$ cat config.mk
export PLATFORM = sky130hd
export DESIGN_NAME = ps2_host_tx
export DESIGN_NICKNAME = d
export VERILOG_FILES = /design/src/rtl/ps2_host_tx.sv
export SDC_FILE = /design/constraint.sdc
export NUM_CORES = 1
export LEC_CHECK = 0
export BUFFER_PORTS_ARGS = -buffer_cell sky130_fd_sc_hd__buf_2
export CAP_MARGIN = 0
export CORE_AREA = 2 2 62 64
export DETAILED_ROUTE_END_ITERATION = 12
export DIE_AREA = 0 0 64 66
export HOLD_SLACK_MARGIN = 0.02
export PLACE_DENSITY = 0.77
export SLEW_MARGIN = 10
export SYNTH_ARGS = -nofsm -noshare
export SYNTH_HDL_FRONTEND = slang
export SYNTH_SLANG_ARGS = --single-unit
$ cat constraint.sdc
create_clock -name clk -period 4.2 [get_ports clk]
set_input_delay 1.26 -clock clk [delete_from_list [all_inputs] [get_ports clk]]
set_output_delay 1.26 -clock clk [all_outputs]
set_load 0.01 [all_outputs]
$ cat src/rtl/ps2_host_tx.sv
// PS/2 host-to-device transmitter: clock inhibit, request-to-send, 11-bit frame, device ACK.
// Optional watchdog on stalled device clocking: define PS2_TX_TIMEOUT_EN.
module ps2_host_tx #(
  parameter int CLK_FREQ       = 25_000_000,
  parameter int INHIBIT_CYCLES = 2500,
  parameter int TIMEOUT_CYCLES = 375_000
) (
  input  logic       clk,
  input  logic       reset,
  input  logic       ps2_clk_in,
  input  logic       ps2_data_in,
  input  logic [7:0] tx_data,
  input  logic       tx_start,
  output logic       busy,
  output logic       done,
  output logic       error,
  output logic       ps2_clk_oe,
  output logic       ps2_data_oe
);

  localparam logic [2:0] S_IDLE    = 3'd0;
  localparam logic [2:0] S_INHIBIT = 3'd1;
  localparam logic [2:0] S_RTS     = 3'd2;
  localparam logic [2:0] S_SEND    = 3'd3;
  localparam logic [2:0] S_ACK     = 3'd4;
  localparam logic [2:0] S_WAIT    = 3'd5;
  localparam logic [2:0] S_END     = 3'd6;

  localparam int               INH_W    = $clog2(INHIBIT_CYCLES + 1);
  localparam logic [INH_W-1:0] INH_LAST = INH_W'(INHIBIT_CYCLES - 1);

  if (CLK_FREQ < 1 || INHIBIT_CYCLES < 1 || TIMEOUT_CYCLES < 1) begin : g_bad_param
    $error("ps2_host_tx: CLK_FREQ, INHIBIT_CYCLES and TIMEOUT_CYCLES must be positive");
  end

  // Pin synchronizers reset to the idle (released, pulled-up) level.
  logic clk_meta_q, clk_sync_q, clk_prev_q;
  logic dat_meta_q, dat_sync_q;
  logic fall;

  always_ff @(posedge clk or posedge reset) begin
    if (reset) begin
      clk_meta_q <= 1'b1;
      clk_sync_q <= 1'b1;
      clk_prev_q <= 1'b1;
      dat_meta_q <= 1'b1;
      dat_sync_q <= 1'b1;
    end else begin
      clk_meta_q <= ps2_clk_in;
      clk_sync_q <= clk_meta_q;
      clk_prev_q <= clk_sync_q;
      dat_meta_q <= ps2_data_in;
      dat_sync_q <= dat_meta_q;
    end
  end

  assign fall = clk_prev_q & ~clk_sync_q;

  logic [2:0]       state_q, state_d;
  logic [9:0]       frame_q, frame_d;
  logic [3:0]       bit_q, bit_d;
  logic [INH_W-1:0] cnt_q, cnt_d;
  logic             ack_q, ack_d;
  logic             clk_oe_q, clk_oe_d;
  logic             data_oe_q, data_oe_d;
  logic             done_q, done_d;
  logic             error_q, error_d;

`ifdef PS2_TX_TIMEOUT_EN
  localparam int              WD_W    = $clog2(TIMEOUT_CYCLES + 1);
  localparam logic [WD_W-1:0] WD_LAST = WD_W'(TIMEOUT_CYCLES - 1);
  logic [WD_W-1:0] wd_q, wd_d;
`endif

  always_comb begin
    state_d   = state_q;
    frame_d   = frame_q;
    bit_d     = bit_q;
    cnt_d     = cnt_q;
    ack_d     = ack_q;
    clk_oe_d  = clk_oe_q;
    data_oe_d = data_oe_q;
    done_d    = 1'b0;
    error_d   = 1'b0;

    case (state_q)
      S_IDLE: begin
        clk_oe_d  = 1'b0;
        data_oe_d = 1'b0;
        if (tx_start) begin
          frame_d  = {1'b1, ~^tx_data, tx_data};
          bit_d    = 4'd0;
          cnt_d    = '0;
          ack_d    = 1'b0;
          clk_oe_d = 1'b1;
          state_d  = S_INHIBIT;
        end
      end
      S_INHIBIT: begin
        if (cnt_q == INH_LAST) begin
          clk_oe_d  = 1'b0;
          data_oe_d = 1'b1;
          state_d   = S_RTS;
        end else begin
          cnt_d = cnt_q + INH_W'(1);
        end
      end
      // First device falling edge only clocks out the start bit already on the line.
      S_RTS: begin
        if (fall) begin
          bit_d   = 4'd0;
          state_d = S_SEND;
        end
      end
      S_SEND: begin
        if (fall) begin
          data_oe_d = ~frame_q[bit_q];
          bit_d     = bit_q + 4'd1;
          if (bit_q == 4'd9) state_d = S_ACK;
        end
      end
      S_ACK: begin
        if (fall) begin
          ack_d   = ~dat_sync_q;
          state_d = S_WAIT;
        end
      end
      // Report only once the device has let both lines float back high.
      S_WAIT: begin
        if (clk_sync_q && dat_sync_q) begin
          done_d  = ack_q;
          error_d = ~ack_q;
          state_d = S_END;
        end
      end
      S_END: begin
        state_d = S_IDLE;
      end
      default: begin
        clk_oe_d  = 1'b0;
        data_oe_d = 1'b0;
        state_d   = S_IDLE;
      end
    endcase

`ifdef PS2_TX_TIMEOUT_EN
    wd_d = wd_q;
    if (state_q == S_IDLE || state_q == S_INHIBIT || state_q == S_END || fall) begin
      wd_d = '0;
    end else if (wd_q == WD_LAST) begin
      wd_d      = '0;
      clk_oe_d  = 1'b0;
      data_oe_d = 1'b0;
      done_d    = 1'b0;
      error_d   = 1'b1;
      state_d   = S_END;
    end else begin
      wd_d = wd_q + WD_W'(1);
    end
`endif
  end

  always_ff @(posedge clk or posedge reset) begin
    if (reset) begin
      state_q   <= S_IDLE;
      frame_q   <= '0;
      bit_q     <= '0;
      cnt_q     <= '0;
      ack_q     <= 1'b0;
      clk_oe_q  <= 1'b0;
      data_oe_q <= 1'b0;
      done_q    <= 1'b0;
      error_q   <= 1'b0;
    end else begin
      state_q   <= state_d;
      frame_q   <= frame_d;
      bit_q     <= bit_d;
      cnt_q     <= cnt_d;
      ack_q     <= ack_d;
      clk_oe_q  <= clk_oe_d;
      data_oe_q <= data_oe_d;
      done_q    <= done_d;
      error_q   <= error_d;
    end
  end

`ifdef PS2_TX_TIMEOUT_EN
  always_ff @(posedge clk or posedge reset) begin
    if (reset) wd_q <= '0;
    else       wd_q <= wd_d;
  end
`endif

  assign busy        = (state_q != S_IDLE);
  assign done        = done_q;
  assign error       = error_q;
  assign ps2_clk_oe  = clk_oe_q;
  assign ps2_data_oe = data_oe_q;

endmodule

# ---- Word-level counts from Yosys, hierarchy flattened
# Cells that the tools add are included.
dict set report word_totals {
  register_bits 39
  in_bits 13
  output_inout_bits 5
  wordCells 86
}
dict set report classes {
  addsub 2
  order_cmp 1
  n_eq_ne 16
  muxes 30
  n_bitwise 7
  n_reduce_logical 16
}
# operator count
set ops {}
lappend ops {{2-to-1 mux 12 bit} 2}
lappend ops {{case mux 12 bit (2 select lines)} 1}
lappend ops {{2-to-1 mux 3 bit} 7}
lappend ops {{case mux 3 bit (6 select lines)} 1}
lappend ops {{inequality test 2 bit, second input constant} 8}
lappend ops {{adder 12 x 1 -> 12 bit, second input constant} 1}
lappend ops {{== test 12 bit, second input constant} 1}
lappend ops {{2-to-1 mux 4 bit} 3}
lappend ops {{case mux 4 bit (3 select lines)} 1}
lappend ops {{2-to-1 mux 1 bit} 11}
lappend ops {{== test 3 bit, second input constant} 3}
lappend ops {{AND reduction 3 bit} 3}
lappend ops {{XNOR reduction 8 bit} 1}
lappend ops {{AND reduction 7 bit} 1}
lappend ops {{== test 3 x 2 -> 1 bit, second input constant} 2}
lappend ops {{inverter 1 bit} 6}
lappend ops {{case mux 1 bit (3 select lines)} 2}
lappend ops {{nonzero test 3 bit} 2}
lappend ops {{< comparator 4 x 5 -> 1 bit, second input constant} 1}
lappend ops {{OR reduction 5 bit} 1}
lappend ops {{adder 4 x 1 -> 4 bit, second input constant} 1}
lappend ops {{binary-select mux 1 bit (select 4 bit)} 1}
lappend ops {{== test 4 bit, second input constant} 1}
lappend ops {{AND reduction 2 bit} 2}
lappend ops {{8 further kinds} 9}

# ---- Logic depth before layout (Yosys ltp)
dict set report logic_depth {
  ltp_word 5
  mapped_depth 6
}

# ---- Worst setup path before layout
# OpenSTA, ideal clock, no wires.
dict set report synth_timing {
  path_type {in2reg}
  from {in tx_start}
  to {reg bit_q[3]}
  arrival_ns 2.121
  t_required_ns 4.072
  setup_slack_ns 1.950
  stages 4
  n_path_buf 0
  cell_sequence {or3b_2 a21o_1 o21ai_0 o31ai_1}
}
dict set report synth_via {
  elab_chain_len 2
}
# element line_no
set synth_lines {}
lappend synth_lines {{from (decl)} 13} ;# input logic tx_start,
lappend synth_lines {{inequality test 2 bit (no source line)} -}
lappend synth_lines {{AND reduction 4 bit (no source line)} -}
lappend synth_lines {{to (signal assigned)} 177} ;# bit_q <= bit_d;
lappend synth_lines {{to (decl)} 61} ;# logic [3:0] bit_q, bit_d;
# No other way between the ends.
# A chain may end at the register's enable or synchronous reset.

# ---- Worst setup path in the final report
dict set report layout_timing {
  from {reg state_q[1]}
  to {out busy}
}
dict set report layout_via {
  elab_chain_len 1
}
# element line_no
set layout_lines {}
lappend layout_lines {{from (decl)} 59} ;# logic [2:0] state_q, state_d;
lappend layout_lines {{from (signal assigned)} 175} ;# state_q <= state_d;
lappend layout_lines {{nonzero test 3 bit} 194} ;# assign busy = (state_q != S_IDLE);
lappend layout_lines {{to (decl)} 14} ;# output logic busy,
# No other way between the ends.

==> reports/qor.yml <==
run_status:
  outcome: "completed"
sta:
  post-route-period-util_pct: 67.2
  setup_tns_ns: 0
  rsz0062_at_grt: "false"
  setup_viol: 0
  tightestPinTransition_ns: 0.686
  fmax_mhz: 355
  hold_viol: 0
  min_period_ns: 2.82
  final.setup_skew_ns: 0.00717
  slew_viol_final: 0
  relSlewSlack_pct: 54.1
clock_tree:
  postCtsSetupRepairBufs: 0
  cts.sinks: 39
  cts.path.max_buffers: 2
  ctsResizeCount: 0
  ctsHoldBuffers: 0
  cts_tree: "built"
  h-tree-depth: 2
  cts.reportedPaths.clkPinSlew_ns: 0.11
  insertion_delay_ns: 0.34
  numCtsBuffers: 5
  cts-root-buf: "clkbuf_4"
yosys:
  ys_ff_latch: 39
  synth_edf_count: 0
  synthesis.nets: 229
  ys_warn_count: 0
  synth_ff_type: "dfrtp_1"
  synth_top_cell_area_share_pct: 42.0
  synth_area_leaders: "dfrtp_1, nand2_1, dfstp_2, xnor2_1, o21ai_0"
  synthCells: 213
  syn_area_um2: 2030
  ys_async_sr_fraction_pct: 100
  yosysUniqueCellTypes: 45
  yosysTopAreaCell: "dfrtp_1"
  syn_avg_cell_area_um2: 9.51
  ys_seq_area_share_pct: 48.5
layout:
  final_net_count: 244
  layout_commonest_cell: "nand2_1"
  syn_to_final_growth_pct: 8.96
  layoutNonFillerInstCount: 277
  drive_gt1_share_pct: 15.7
  diodes: 0
  fill_cells: 303
  fin_util_pct: 62.2
  mostFrequentLayoutCells: "nand2_1, dfrtp_1, buf_2"
power:
  total_leakage_power_nw: 0.989
  comb_power_share_pct: 33.8
  power_density_nw_per_um2: 536
  p_clk_share_pct: 18.3
  finalPower_mw: 1.18
  p_int_mw: 0.737
  switchingPower_mw: 0.447
  ir_drop_mv: 0.303
  p_sw_share_pct: 37.8
  seqPwrFrac_pct: 47.9
setup_path:
  r2r_slack_ns: 1.95
  arrival_ns: 1.56
  cp-start-kind: "flop"
  cp.required_ns: 2.94
  cpPeakStageDelay_ns: 0.56
  timing.rr.start: "state_q[0]"
  rr_worst_depth: 4
  crit_type: "reg2out"
  reg2reg_to: "cnt_q[7]"
  crit_slowest_cell: "dfrtp_1"
  endpoint_kind: "output port"
  critPathMaxFanout: 17
  cp_cell_sequence: "nor3_1 -> inv_1 -> buf_2"
worst_hold_path:
  hold_end: "clk_sync_q"
  hold_depth: 0
  hold_start: "clk_meta_q"
  hp-class: "reg2reg"
floorplan:
  design.core.area_um2: 3550
  num_rows: 22
  die_area_um2: 4220
  io-pin-count: 18
  start_util_pct: 57.0
  dieWidth_um: 64
  die_h_um: 66
routing:
  dr.pass1.iters: 4
  via_count: 1566
  first_iter_violations: 89
  antenna_left: 0
  finalWirelength_um: 3700
  via_per_inst: 5.65
  drc: 0
  wl_per_cell_um: 13.4
placed_design:
  place.gp.congestion: 0.823
  dp_hpwl_um: 2650
  placed_cells: 269
  port_buffers: 17
flow_run:
  cap_violations: 0
global_routing:
  antenna_found_initial: 0
  gr-usage-all-layers_pct: 20.8
  grt_pass1_wl_um: 6800
  grt_pass1_vias: 1544
  grt-ovfl-total: 0
  grt_max_degree: 40
per-layer routing:
metal,wire [um],vias up,global-route usage (%)
li1,-,790,-
met1,1790,756,26.5
met2,1780,12,34.9
met3,71,8,3.58
met4,65,0,8.97
met5,0,-,0
sequential cells by signal, summed over array words and instances (netlist names), 3 cells and up:
register  count
bit_q         4
cnt_q        12
frame_q      10
state_q       3
worst max-delay path by stage:
stage	from	endpoint	slack (ns)	cells past startpoint
3_5_place_dp	tx_start	bit_q[3]	1.74	5
6_report	state_q[1]	busy	1.38	3
4_1_cts	state_q[1]	busy	1.37	3
5_1_grt	state_q[1]	busy	1.18	3
3_3_place_gp	state_q[1]	busy	1.77	3
2_1_floorplan	tx_start	bit_q[3]	1.95	4
critical path: cells and delay by family, from the launching register on:
kind	cells	cell delay, ns
buf+inv	2	0.24
simple gates	1	0.42
flops	1	0.56
metrics by stage:
stage / hold WS (ns) / worst slack [ns] / cell area (um^2)
CTS: 0.365 / 1.37 / 2210
global placement: 0.346 / 1.77 / 2140
finish: 0.364 / 1.38 / 2210
detailed placement: 0.349 / 1.74 / 2140
floorplan: 0.345 / 1.95 / 2030
global route: 0.368 / 1.18 / 2210
synth_stat cells (6+ instances only):
library cell	number
dfrtp_1	34
inv_1	8
nand3_1	8
o21ai_0	12
a21oi_1	6
xnor2_1	8
nand2_1	43
clkbuf_1	8
power by group through the flow:
stage                     registers [mW]  logic, mW  clock network (mW)
after detailed placement           0.575      0.408                   0
final                              0.567      0.400               0.217
after global routing               0.587      0.462               0.235
after CTS                          0.567      0.408               0.220
after global placement             0.570      0.400                   0
after floorplan                    0.523      0.363                   0
cell families after synthesis:
logic type | Yosys count | synth area share, %
xor gates and xnor gates | 9 | 3.89
DFF | 39 | 48.5
buffers and inverters | 18 | 3.46
adders and majority gates | 3 | 1.85
muxes | 5 | 3.15
and+or+nand+nor | 94 | 23.8
AOI/OAI and AO/OA | 45 | 15.4
area by class of cell:
cell class	count	area (um^2)	area share [%]
sequential	39	982	44.5
multi-input combinational	156	973	44.1
timing repair buffer	18	92.6	4.20
clock buffer	8	68.8	3.12
tap	48	60.1	2.72
inverter	8	30.0	1.36
Power figures use the tool's default switching activity.
